===== src/rtl/idli_fetch_sqi.sv =====
`default_nettype none
// ============================================================================
// idli_fetch_sqi - drives two SQI memories in quad read and rebuilds 16-bit words
// Revision: 1.0
// ============================================================================
module idli_fetch_sqi #(
  parameter logic [7:0]  SQI_CMD_READ = 8'h03,
  parameter int unsigned SQI_DUMMY    = 2
) (
  input  logic            i_clk,
  input  logic            i_rst,
  output logic            o_sqi_cs_n,
  output logic            o_sqi_sck_en,
  output logic            o_sqi_oe,
  output logic [3:0]      o_sqi_data,
  input  logic [1:0][3:0] i_sqi_data,
  input  logic            i_redirect,
  input  logic [15:0]     i_redirect_pc,
  output logic            o_instr_vld,
  output logic [15:0]     o_instr,
  output logic [15:0]     o_instr_pc,
  input  logic            i_instr_rdy
);

  localparam logic SQI_MEM_LO = 1'b0;
  localparam logic SQI_MEM_HI = 1'b1;

  localparam logic [2:0] ST_IDLE  = 3'd0;
  localparam logic [2:0] ST_CMD   = 3'd1;
  localparam logic [2:0] ST_ADDR  = 3'd2;
  localparam logic [2:0] ST_DUMMY = 3'd3;
  localparam logic [2:0] ST_DATA  = 3'd4;

  localparam logic [7:0] CMD_LAST   = 8'd1;
  localparam logic [7:0] ADDR_LAST  = 8'd5;
  localparam logic [7:0] DUMMY_LAST = (SQI_DUMMY == 0) ? 8'd0 : 8'(SQI_DUMMY - 1);
  // A zero-dummy configuration goes straight from address to data.
  localparam logic [2:0] ST_AFTER_ADDR = (SQI_DUMMY == 0) ? ST_DATA : ST_DUMMY;

  logic [2:0]  state;
  logic [7:0]  cnt;
  logic        half;
  logic [15:0] fetch_pc;
  logic [7:0]  staging;

  logic        in_data;
  logic        stall;
  logic        load;
  logic        transfer;
  logic [23:0] addr;
  logic [3:0]  addr_nib;
  logic [7:0]  beat_byte;

  assign in_data   = (state == ST_DATA);
  assign stall     = in_data && half && o_instr_vld && !i_instr_rdy;
  assign load      = in_data && half && !stall;
  assign transfer  = o_instr_vld && i_instr_rdy;
  assign addr      = {8'h00, fetch_pc};
  assign beat_byte = {i_sqi_data[SQI_MEM_HI], i_sqi_data[SQI_MEM_LO]};

  always_comb begin
    addr_nib = addr[23:20];
    case (cnt[2:0])
      3'd0:    addr_nib = addr[23:20];
      3'd1:    addr_nib = addr[19:16];
      3'd2:    addr_nib = addr[15:12];
      3'd3:    addr_nib = addr[11:8];
      3'd4:    addr_nib = addr[7:4];
      3'd5:    addr_nib = addr[3:0];
      default: addr_nib = addr[23:20];
    endcase
  end

  always_comb begin
    o_sqi_cs_n   = 1'b1;
    o_sqi_sck_en = 1'b0;
    o_sqi_oe     = 1'b0;
    o_sqi_data   = 4'h0;
    case (state)
      ST_CMD: begin
        o_sqi_cs_n   = 1'b0;
        o_sqi_sck_en = 1'b1;
        o_sqi_oe     = 1'b1;
        o_sqi_data   = (cnt == 8'd0) ? SQI_CMD_READ[7:4] : SQI_CMD_READ[3:0];
      end
      ST_ADDR: begin
        o_sqi_cs_n   = 1'b0;
        o_sqi_sck_en = 1'b1;
        o_sqi_oe     = 1'b1;
        o_sqi_data   = addr_nib;
      end
      ST_DUMMY: begin
        o_sqi_cs_n   = 1'b0;
        o_sqi_sck_en = 1'b1;
      end
      ST_DATA: begin
        o_sqi_cs_n   = 1'b0;
        o_sqi_sck_en = !stall;
      end
      default: ;
    endcase
  end

  always_ff @(posedge i_clk) begin
    if (i_rst) begin
      state       <= ST_IDLE;
      cnt         <= 8'd0;
      half        <= 1'b0;
      fetch_pc    <= 16'h0000;
      staging     <= 8'h00;
      o_instr_vld <= 1'b0;
      o_instr     <= 16'h0000;
      o_instr_pc  <= 16'h0000;
    end else if (i_redirect) begin
      // Held or in-flight words are dropped even if the decoder is accepting.
      state       <= ST_IDLE;
      cnt         <= 8'd0;
      half        <= 1'b0;
      fetch_pc    <= i_redirect_pc;
      o_instr_vld <= 1'b0;
    end else begin
      case (state)
        ST_IDLE: begin
          state <= ST_CMD;
          cnt   <= 8'd0;
        end
        ST_CMD: begin
          if (cnt == CMD_LAST) begin
            state <= ST_ADDR;
            cnt   <= 8'd0;
          end else begin
            cnt <= cnt + 8'd1;
          end
        end
        ST_ADDR: begin
          if (cnt == ADDR_LAST) begin
            state <= ST_AFTER_ADDR;
            cnt   <= 8'd0;
          end else begin
            cnt <= cnt + 8'd1;
          end
        end
        ST_DUMMY: begin
          if (cnt == DUMMY_LAST) begin
            state <= ST_DATA;
            cnt   <= 8'd0;
          end else begin
            cnt <= cnt + 8'd1;
          end
        end
        ST_DATA: begin
          if (!stall) begin
            if (!half) begin
              staging <= beat_byte;
              half    <= 1'b1;
            end else begin
              o_instr    <= {beat_byte, staging};
              o_instr_pc <= fetch_pc;
              fetch_pc   <= fetch_pc + 16'd1;
              half       <= 1'b0;
            end
          end
        end
        default: state <= ST_IDLE;
      endcase

      if (load) begin
        o_instr_vld <= 1'b1;
      end else if (transfer) begin
        o_instr_vld <= 1'b0;
      end
    end
  end

endmodule
`default_nettype wire


===== config.mk =====
export PLATFORM = sky130hd
export DESIGN_NAME = idli_fetch_sqi
export DESIGN_NICKNAME = d
export VERILOG_FILES = /design/src/rtl/idli_fetch_sqi.sv
export SDC_FILE = /design/constraint.sdc
export NUM_CORES = 1
export LEC_CHECK = 0
export ABC_AREA = 1
export BUFFER_PORTS_ARGS = -buffer_cell sky130_fd_sc_hd__buf_2
export CAP_MARGIN = 20
export CORE_AREA = 5 5 81 83
export DETAILED_ROUTE_END_ITERATION = 8
export DIE_AREA = 0 0 86 88
export PLACE_DENSITY_LB_ADDON = 0.2
export RECOVER_POWER = 25
export SYNTH_ARGS = -nofsm -noshare
export SYNTH_HDL_FRONTEND = slang
export SYNTH_SLANG_ARGS = --single-unit

===== constraint.sdc =====
create_clock -name i_clk -period 4.93 [get_ports i_clk]
set_clock_uncertainty 0.2 [all_clocks]
set_input_delay 0.493 -clock i_clk [delete_from_list [all_inputs] [get_ports i_clk]]
set_output_delay 0.493 -clock i_clk [all_outputs]
set_load 0.01 [all_outputs]

* Word-level counts from Yosys, hierarchy flattened
Cells that the tools add are included. Widths: inputs -> output; s select.
Storage, ports and cells: bits in registers 69, latch bits 0, bits in writable memories 0, memory bits (read-only) 0, output and inout port bits 40, word-level logic and storage cells 71, memories kept 0
Operators by class: $add $sub $neg 2, multiply operators 0, div/mod/pow operators 0, order comparisons 0, equality and inequality tests 14, shift operators 0, multiplexer cells 20, bitwise logic cells 4, reductions and logical operators 23
Operator list (count):
- $mux 16 | 4
- $pmux 8 s3 | 1
- $add 16x1->16 const B | 1
- $mux 8 | 2
- $pmux 4 s4 | 1
- $pmux 3 s5 | 1
- $eq 3x2->1 const B | 4
- $reduce_and 4->1 | 3
- $eq 3x3->1 const B | 3
- $mux 3 | 3
- $add 8x1->8 const B | 1
- $eq 8x1->1 const B | 1
- $eq 8x3->1 const B | 1
- $logic_not 8->1 | 1
- $ne 2x2->1 const B | 4
- $pmux 4 s2 | 1
- $reduce_bool 2->1 | 3
- $reduce_or 2->1 | 3
- $logic_and 1x1->1 | 5
- $mux 1 | 5
- $not 1->1 | 4
- $reduce_or 4->1 | 1
- $eq 3x1->1 const B | 1
- $logic_not 3->1 | 1
- other kinds (7) | 8

* Depth between registers and ports, before layout
Gate-level depths: netlist (run 1).
word-level depth 7, depth in mapped cells 13, gate-level depth less buffers 13

* Least setup slack after synthesis (run 1)
No wires, ideal clock.
kind register -> output, from register state[2], to output port o_sqi_sck_en, arrival time 1.254 ns, required time 4.237 ns, setup slack 2.983 ns, cell stages (with the launch flop) 9, buffers on the path 1, path through dfxtp_1 buf_2 nor2_1 nand2_1 nand2_1 inv_1 nand3_1 inv_1 a31oi_1
On the way: cells in the longest elaborated chain, start to end 6, elaborated cells between the ends (all ways) 10
Ends and longest elaborated chain:
- start, declared | line 40 | logic [2:0] state;
- start signal, assigned | line 106 | state <= ST_IDLE;
- start signal, assigned | line 116 | state <= ST_IDLE;
- start signal, assigned | line 124 | state <= ST_CMD;
- $eq 3x3->1 | line 54, 79
- $logic_and 1x1->1 (3 in a row) | line 55 | assign stall = in_data && half && o_instr_vld && !i_instr_rdy;
- $logic_not 1->1
- $pmux 1 s2 * | line 79 | case (state)
- end, declared | line 13 | output logic o_sqi_sck_en,
Mark *: on every way between the ends. The rest lies on a longest branch, timed or not.

* Worst setup path in the final report (run 1)
from register state[2], to register fetch_pc[14]
On the way: cells in the longest elaborated chain, start to end 6, elaborated cells between the ends (all ways) 7
Ends and longest elaborated chain:
- $eq 3x3->1 * | line 54, 122
- $logic_and 1x1->1 (3 in a row) | line 55
- $ne 2x2->1 (no line)
- $reduce_and 3->1 (no line) *
- end signal, assigned | line 119 | fetch_pc <= i_redirect_pc;
- end signal, assigned | line 159 | fetch_pc <= fetch_pc + 16'd1;
- end, declared | line 43 | logic [15:0] fetch_pc;
Marked as above. A chain may end at the register's enable or synchronous reset.

==> metrics.txt, run 1 <==
status complete, no violations; Clk pwr share 42.1%; Peak VDD IR 212.7 uV; Mapped Area 3293 um2; crit end category flip-flop; Lkg Pwr 0.001663 uW; antenna viol nets, final 0; NetSw 288.5 uW; Crit path max-delay family simple AND/OR/NAND/NOR gates; final core occ 65.91%; vias in the first global route 3065; setup violators final 0; worst slew pin tran 1.044 ns; maximum fanout along the worst path 39; cells along the critical path nand3_2 > nor3_4 > buf_4 > nand3_1 > nand3_1 > nand2_1 > inv_1; worst path required time 5.02 ns; Max Cap Viol 0; Logic pwr share 6.7%; RSZ-0062 raised after global routing no; hold path startpoint i_sqi_data[4]; Seq cells post-synth 69; clk slew on worst S/H paths 0.08 ns; crit-path most repeated cell nand3_1; routed wire length 8502 um; Hold Path Depth 3; CTS resizes 0; fraction of layout cells with a size suffix above 1 11.97%; DP Area 3636 um2; Slew Viols, Final 0; CTS Hold Bufs 0; htree depth 3; Min-Delay Endpoint o_instr[12]$_SDFFE_PP0P_; Initial Util 56.97%; grt ovf 0; drt wl/cell 13.76 um; Yosys cell types 30; Arrival @ worst endpoint 2.63 ns; Syn Nets 512; I/O pin cnt 68; CP peak stage delay 0.69 ns; ys flop type dfxtp_1; Synth warnings 0; Reg2Reg Depth 7; CTS tree built; final instance area 3810 um2; async set or reset register ratio after synthesis 0%; Setup CP Type flip-flop to flip-flop; synthesized area per cell 6.904 um2; final hold viol count 0; die area 7568 um2; sw frac 25.51%; drt first pass iters 5; core area 5781 um2; die width 86 um; Iter 0 DRT Violations 266; Synth area leaders dfxtp_1 (42%), nand2_1 (10%), nor2_1 (9.3%); antenna violations before repair 0; Die Ht 88 um; part of the cycle the worst path needs 51.50%; power density over the cells 296.8 nW/um2; Buf/Inv on CP 2; number of diodes 0; Min Clock Period, post-route 2.539 ns; r2r startpoint state[2]$_SDFFE_PP0P_; Vias/cell 5.343; internal power 842.3 uW; Non-Filler Instances 618; CTS Sinks 69; worst-case clock buffer depth 2; post-CTS setup buffers 0; sequential group share of total power 51.2%; Global Route Usage Sum 23.60%; largest area contributor in the netlist dfxtp_1; first-pass GRT wire length 14260 um; DRC Markers 0; CP Launch Type flip-flop; R2R Path End fetch_pc[14]$_SDFFE_PP0P_; Num CTS Buffers 9; Post-synth EDFFs 0; register area share after synthesis 41.95%; GPL Wtd Cong 0.9159; Area Growth Syn to Fin 15.69%; fmax 0.3938 GHz; Root Buffer clkbuf_8; PortBufs 67; R2R setup slack 2.39 ns; placed insts 602; Clk Latency, worst-skew pair 0.35 ns; num rows 28; vias post-DR 3302; Min-Delay Path Class input pin to flip-flop; largest net degree at the start of global routing 40; Post-DP HPWL 6218 um; Final #Nets 573; CP max stage cell nor3_4; Max-Slew Margin vs Limit 30.37%; top cell type's share of synthesized area 41.95%; Post-Syn Instances 477; final setup TNS 0 ns
==> placed cells by master, fill, tap and decap left out, types with 7 or more instances in the layout <==
master | Yosys | final
a21oi_1 | 35 | 35
buf_2 | 8 | 40
clkbuf_1 | 5 | 27
clkbuf_8 | 0 | 10
dfxtp_1 | 69 | 69
ha_1 | 7 | 7
inv_1 | 60 | 60
nand2_1 | 92 | 92
nand3_1 | 23 | 23
nor2_1 | 82 | 82
o21ai_0 | 52 | 52
xor2_1 | 7 | 7
==> layer usage <==
metal	track usage [%]	vias up	share of wire, %
met3	4.045	18	6.2
met1	31.57	1509	45
met2	37.70	115	47
met5	0	-	0
li1	-	1660	-
met4	10.07	0	1.8
==> layout make-up <==
type | count | area, um2
inverters | 61 | 229.0
clock buffers | 10 | 137.6
repair buffers | 68 | 309.0
clock inverters | 6 | 70.07
multi-input cells | 329 | 1589
flip-flops and latches | 69 | 1381
well taps | 75 | 93.84
fillers | 560 | 1971
==> how the worst max path moves through the flow <==
stage	startpoint	endpoint	slack, ns	depth (start not counted)
finish	state[2]$_SDFFE_PP0P_	fetch_pc[14]$_SDFFE_PP0P_	2.39	7
global route	state[2]$_SDFFE_PP0P_	fetch_pc[14]$_SDFFE_PP0P_	2.18	7
CTS	cnt[0]$_SDFFE_PP0P_	o_sqi_data[3]	2.39	7
detailed placement	i_redirect	fetch_pc[14]$_SDFFE_PP0P_	2.33	7
global placement	i_redirect	fetch_pc[14]$_SDFFE_PP0P_	2.41	7
floorplan	state[2]$_SDFFE_PP0P_	o_sqi_sck_en	2.98	8
==> worst min-delay path, stage by stage <==
cell and delay, ns:
buf_2 0.09, nor2_1 0.04, nor2_1 0.09
==> registers in the layout, summed over array words and instances, names as in the netlist <==
signal	cells
fetch_pc	16
o_instr	16
state	3
o_instr_vld	1
staging	8
half	1
cnt	8
o_instr_pc	16
==> metrics by stage <==
stage          hold WS [ns]  total power (uW)  worst slack (ns)
3_5_place_dp         0.2458             666.1             2.328
3_3_place_gp         0.2375             665.0             2.408
5_1_grt              0.2084              1177             2.181
4_1_cts              0.1880              1138             2.392
2_1_floorplan        0.2297             635.1             2.983
6_report             0.1979              1131             2.391
==> power by group through the flow <==
stage          clock network [uW]  registers (uW)  logic, uW
6_report                      476             579       76.2
5_1_grt                       510             580       87.3
4_1_cts                       484             578       75.6
3_5_place_dp                    0             591       75.0
3_3_place_gp                    0             591       73.9
2_1_floorplan                   0             587       48.0
==> logic make-up (layout without fill, tap and decap cells) <==
group / count (synthesis) / after routing / synth area share, %
AOI/OAI and AO/OA: 104 / 104 / 17.29
xor gates and xnor gates: 8 / 8 / 2.128
adders and majority gates: 7 / 7 / 2.659
buffers and inverters: 79 / 145 / 9.992
DFF: 69 / 69 / 41.95
and+or+nand+nor: 210 / 210 / 25.99
==> cells in the mapped netlist, types with 3 or more instances <==
master / count
xor2_1: 7
ha_1: 7
a31oi_1: 5
inv_1: 60
nand4_1: 6
buf_2: 8
clkbuf_1: 5
nand3_1: 23
dfxtp_1: 69
nor2_1: 82
nand2_1: 92
a211oi_1: 3
o21ai_0: 52
a21oi_1: 35
Power figures use the tool's default switching activity.
==> run 2: changes to the inputs <==
--- a/config.mk
+++ b/config.mk
@@ -8,9 +8,9 @@
 export ABC_AREA = 1
 export BUFFER_PORTS_ARGS = -buffer_cell sky130_fd_sc_hd__buf_2
 export CAP_MARGIN = 20
-export CORE_AREA = 5 5 81 83
+export CORE_AREA = 5 5 88 90
 export DETAILED_ROUTE_END_ITERATION = 8
-export DIE_AREA = 0 0 86 88
+export DIE_AREA = 0 0 93 95
 export PLACE_DENSITY_LB_ADDON = 0.2
 export RECOVER_POWER = 25
 export SYNTH_ARGS = -nofsm -noshare
==> constraint.sdc (replaced) <==
create_clock -name i_clk -period 2 [get_ports i_clk]
set_clock_uncertainty 0.2 [all_clocks]
set_input_delay 0.2 -clock i_clk [delete_from_list [all_inputs] [get_ports i_clk]]
set_output_delay 0.2 -clock i_clk [all_outputs]
set_load 0.01 [all_outputs]
==> run 2 against run 1 <==
The run now ends with setup timing left; clock-buffer cell count up 1; via count up 2.4%; first-iteration DRC count decreased by 9.8%; clock power increased by 140%; largest cell class unchanged; worst setup slack lost 2.4 ns; power grew 150%; core utilization fell by 5.7 points; die area up 17%.
==> metrics.txt, run 2 (synthesized netlist as in run 1, its figures left out) <==
Vias/cell 5.146; final instance area 4207 um2; drt wl/cell 14.03 um; die area 8835 um2; failing checks setup timing; DRC Markers 0; maximum fanout along the worst path 5; Setup CP Type flip-flop to output pin; Arrival @ worst endpoint 1.62 ns; htree depth 3; fmax 0.4954 GHz; final hold viol count 0; CP max stage cell dfxtp_4; Global Route Usage Sum 21.24%; DP Area 3732 um2; Root Buffer clkbuf_8; Crit path max-delay family flip-flops; Initial Util 47.17%; Post-DP HPWL 6662 um; Lkg Pwr 0.001822 uW; most frequent cells in the layout nand2_1 (87), nor2_1 (80), dfxtp_1 (64); most common cell after layout, fill and taps aside nand2_1; Slew Viols, Final 0; Iter 0 DRT Violations 240; worst slew pin tran 0.4677 ns; vias in the first global route 3057; R2R setup slack 0.15 ns; die width 93 um; Min-Delay Path Class input pin to flip-flop; Final #Nets 605; part of the cycle the worst path needs 100.9%; setup violators final 2; GPL Wtd Cong 0.9345; first-pass GRT wire length 14590 um; Clk Latency, worst-skew pair 0.36 ns; clk slew on worst S/H paths 0.07 ns; R2R Path End o_instr[4]$_SDFFE_PP0P_; CTS Sinks 69; cells along the critical path inv_1 > ha_2 > nand2_2 > o22ai_1 > a221oi_2 > nor2_1 > buf_2; RSZ-0062 raised after global routing yes; Max-Slew Margin vs Limit 68.70%; final worst setup slack -0.01866 ns; Area Growth Syn to Fin 27.74%; Top Registers fetch_pc: 16 flops, o_instr: 16 flops, o_instr_pc: 16 flops; Min-Delay Endpoint fetch_pc[13]$_SDFFE_PP0P_; Buf/Inv on CP 2; I/O pin cnt 68; Peak VDD IR 307.0 uV; fraction of layout cells with a size suffix above 1 17.74%; Worst Hold Margin 0.004344 ns; Num CTS Buffers 9; routed wire length 9216 um; crit end category output pin; Hold Path Depth 5; r2r startpoint state[0]$_SDFFE_PP0P_; stages on the worst setup path 7; worst path required time 1.60 ns; core area 6982 um2; PortBufs 67; Min Clock Period, post-route 2.019 ns; Reg2Reg Depth 6; status finished, violations left; number of diodes 0; CTS tree built; Max Cap Viol 0; num rows 31; pre-CTS setup slack 0.1810 ns; Die Ht 95 um; vias post-DR 3381; antenna viol nets, final 0; largest net degree at the start of global routing 40; drt first pass iters 4; CP peak stage delay 0.39 ns; CP Launch Type flip-flop; antenna violations before repair 0; hold path startpoint i_redirect_pc[13]; grt ovf 0; power density over the cells 670.6 nW/um2; worst-case clock buffer depth 2
-- run 2: worst reg2reg max path: stages (launching register included) --
cell and delay [ns]:
dfxtp_2 0.34, nor2_2 0.16, nand3_2 0.13, nor3_4 0.35
buf_4 0.29, o21ai_0 0.14, a21oi_1 0.16
-- run 2: worst max-delay path by stage --
stage | startpoint | to | slack (ns)
final | cnt[0]$_SDFFE_PP0P_ | o_sqi_data[2] | -0.02
after global routing | state[0]$_SDFFE_PP0P_ | o_sqi_sck_en | -0.1
after CTS | cnt[1]$_SDFFE_PP0P_ | o_sqi_data[0] | -0.07
after detailed placement | cnt[0]$_SDFFE_PP0P_ | o_sqi_data[2] | 0.18
after global placement | cnt[0]$_SDFFE_PP0P_ | o_sqi_data[3] | 0.22
after floorplan | state[2]$_SDFFE_PP0P_ | o_sqi_sck_en | 0.35
-- run 2: what timing repair did --
| action | in CTS | in global routing |
|---|---|---|
| setup buffers | 1 | 2 |
| hold buffers | 19 | 0 |
| resized for setup | 21 | 10 |
| pin swaps | 7 | 7 |
| setup endpoints to repair | 6 | 6 |
| hold endpoints to repair | 27 | 0 |
| gates cloned | 0 | 0 |
-- run 2: final cells by class --
type                       instances  area (um2)
clock buffer                      11       141.4
clock inverter                     5       58.81
fill                             685        2775
inverter                          61       229.0
multi-input combinational        329        1665
sequential                        69        1398
tap                               82       102.6
timing repair buffer             100       611.8
-- run 2: through the flow --
stage | total power [uW] | instances | util (%) | setup TNS, ns
floorplan | 1565 | 477 | - | 0
global placement | 1652 | 619 | 53.46 | 0
detailed placement | 1656 | 619 | 53.46 | 0
CTS | 2837 | 655 | 60.09 | -0.07594
global route | 2938 | 657 | 60.25 | -0.3792
finish | 2821 | 657 | 60.25 | -0.02671
-- run 2: power breakdown --
part	internal, uW	switching, uW
combinational	102	136
clock	612	549
sequential	1390	30.4
-- run 2: per-layer routing --
layer	global-route usage, %	share of wire (%)	vias to the layer above
met4	9.158	2.0	0
met1	28.16	47	1543
met5	0	0	-
met3	4.542	4.9	16
li1	-	-	1728
met2	33.41	46	94
==> run 3: changes to the inputs <==
--- a/config.mk
+++ b/config.mk
@@ -7,10 +7,9 @@
 export LEC_CHECK = 0
 export ABC_AREA = 1
 export BUFFER_PORTS_ARGS = -buffer_cell sky130_fd_sc_hd__buf_2
-export CAP_MARGIN = 20
-export CORE_AREA = 5 5 88 90
+export CORE_AREA = 5 5 121 123
 export DETAILED_ROUTE_END_ITERATION = 8
-export DIE_AREA = 0 0 93 95
+export DIE_AREA = 0 0 126 128
 export PLACE_DENSITY_LB_ADDON = 0.2
 export RECOVER_POWER = 25
 export SYNTH_ARGS = -nofsm -noshare
==> run 3 against run 2 <==
The run still ends with setup timing left; global-route usage shrank 8.2 points; register-to-register slack improved by 0.12 ns; sequential power is essentially flat; wire length is 11% higher; sequential share of layout area is 2.1 points lower; clock power rose by 47%; design area is 6.8% higher; final cell count grew 15%; die area rose by 83%; clock-buffer cell count did not move; largest cell class unchanged; highest routed layer unchanged.
==> metrics.txt, run 3 (synthesized netlist as in run 1, its figures left out) <==
Min-Delay Path Class input pin to flip-flop; die area 16130 um2; part of the cycle the worst path needs 101.9%; final worst setup slack -0.03729 ns; maximum fanout along the worst path 4; Max-Slew Margin vs Limit 66.18%; Root Buffer clkbuf_16; antenna viol nets, final 0; CTS Sinks 69; Clk Latency, worst-skew pair 0.34 ns; CP Launch Type flip-flop; CTS tree built; cells along the critical path ha_4 > ha_4 > nand2_2 > o21ai_2 > o31ai_1 > nand2_1 > buf_2; drt wl/cell 13.54 um; Logic pwr share 7.3%; CP peak stage delay 0.37 ns; worst slew pin tran 0.5054 ns; internal power 2613 uW; Iter 0 DRT Violations 186; htree depth 3; crit-path most repeated cell ha_4; first-pass GRT wire length 16870 um; sequential group share of total power 42.1%; setup violators final 1; most common cell after layout, fill and taps aside nand2_1; sw frac 22.66%; vias post-DR 3308; PortBufs 67; core area 13560 um2; RSZ-0062 raised after global routing yes; DRC Markers 0; GPL Wtd Cong 0.8649; NetSw 765.6 uW; final instance area 4494 um2; Num CTS Buffers 9; status finished, violations left; routed wire length 10200 um; crit end category output pin; vias in the first global route 3290; num rows 43; Slew Viols, Final 0; Clk pwr share 50.5%; Area Growth Syn to Fin 36.47%; power density over the cells 751.8 nW/um2; worst path required time 1.60 ns; most frequent cells in the layout nand2_1 (85), nor2_1 (80), dfxtp_1 (64); failing checks setup timing; Initial Util 24.29%; Setup CP Type flip-flop to output pin; grt ovf 0; worst-case clock buffer depth 2; Worst Hold Margin 0.01040 ns; Arrival @ worst endpoint 1.64 ns; clk slew on worst S/H paths 0.05 ns; Die Ht 128 um; final setup TNS -0.03729 ns; Final #Nets 604; Vias/cell 4.393; die width 126 um; Min Clock Period, post-route 2.037 ns; Max Cap Viol 0; I/O pin cnt 68; antenna violations before repair 0; drt first pass iters 4; final hold viol count 0; fraction of layout cells with a size suffix above 1 19.20%; Post-DP HPWL 7587 um; DP Area 3870 um2; Peak VDD IR 337.7 uV; CP max stage cell dfxtp_4; Lkg Pwr 0.001911 uW; number of diodes 0; Global Route Usage Sum 13.06%; Top Registers fetch_pc: 16 flops, o_instr: 16 flops, o_instr_pc: 16 flops; largest net degree at the start of global routing 45; fmax 0.4908 GHz
-- run 3: cell types whose count changed in the layout (fill, tap and decap cells not counted), moves of 2 or more --
cell and change:
clkbuf_16 +9, clkbuf_8 -9, dlygate4sd3_1 -3, nand2_4 +3
buf_4 +2, ha_2 -2, ha_4 +2, inv_1 -2
nand2_1 -2, o22ai_1 -2, o22ai_2 +2
-- run 3: repair_timing --
item / CTS / global route
endpoints found under the setup margin: 6 / 6
pin swaps: 4 / 7
hold endpoints to repair: 24 / 0
resized for setup: 24 / 21
setup buffers: 2 / 1
hold buffers: 16 / 0
-- run 3: cell type report --
| type | count | area, um2 |
|---|---|---|
| Fill cell | 1511 | 9064 |
| Multi-Input combinational cell | 329 | 1724 |
| Sequential cell | 69 | 1400 |
| Timing Repair Buffer | 99 | 598.1 |
| Clock buffer | 11 | 242.7 |
| Inverter | 61 | 231.5 |
| Tap cell | 180 | 225.2 |
| Clock inverter | 4 | 72.57 |
-- run 3: worst max-delay path: cells and delay by family, from the launching register on --
kind,cells,cell delay [ns]
flip-flops,1,0.37
AND/OR/NAND/NOR,2,0.19
AO/OA/AOI/OAI,2,0.25
buffers and inverters,1,0.15
adder cells (fa/ha/maj),2,0.34
-- run 3: per-layer routing --
layer / part of all wire (%) / GRT usage (%) / wire (um) / vias to the layer above
met5: 0 / 0 / 0 / -
met4: 1.7 / 5.110 / 175 / 0
met3: 3.4 / 3.125 / 346 / 12
met2: 45 / 20.22 / 4555 / 50
met1: 50 / 17.61 / 5123 / 1525
li1: - / - / - / 1721
-- run 3: path summary, 6_finish.rpt --
path | from | endpoint | slack, ns | cells after the start
setup / recovery | cnt[0]$_SDFFE_PP0P_ | o_sqi_data[0] | -0.04 | 7
hold reg to reg | staging[3]$_SDFFE_PP0P_ | o_instr[3]$_SDFFE_PP0P_ | 0.25 | 2
hold / removal | i_redirect_pc[6] | fetch_pc[6]$_SDFFE_PP0P_ | 0.01 | 5
setup reg to reg | fetch_pc[0]$_SDFFE_PP0P_ | fetch_pc[10]$_SDFFE_PP0P_ | 0.27 | 9
-- run 3: power groups by stage --
stage / Clock [uW] / Sequential (uW) / Combinational [uW]
floorplan: 0 / 1450 / 118
global placement: 0 / 1460 / 210
detailed placement: 0 / 1460 / 210
CTS: 1760 / 1420 / 241
global route: 1810 / 1430 / 280
finish: 1710 / 1420 / 247
-- run 3: through the flow --
stage / setup WS, ns / std cells / power, uW / utilization [%]
after floorplan: 0.3462 / 477 / 1565 / -
after global routing: -0.1119 / 753 / 3515 / 33.15
final: -0.03729 / 753 / 3379 / 33.15
after CTS: -0.08252 / 752 / 3423 / 32.71
after detailed placement: 0.1166 / 719 / 1667 / 28.54
after global placement: 0.1714 / 719 / 1667 / 28.54
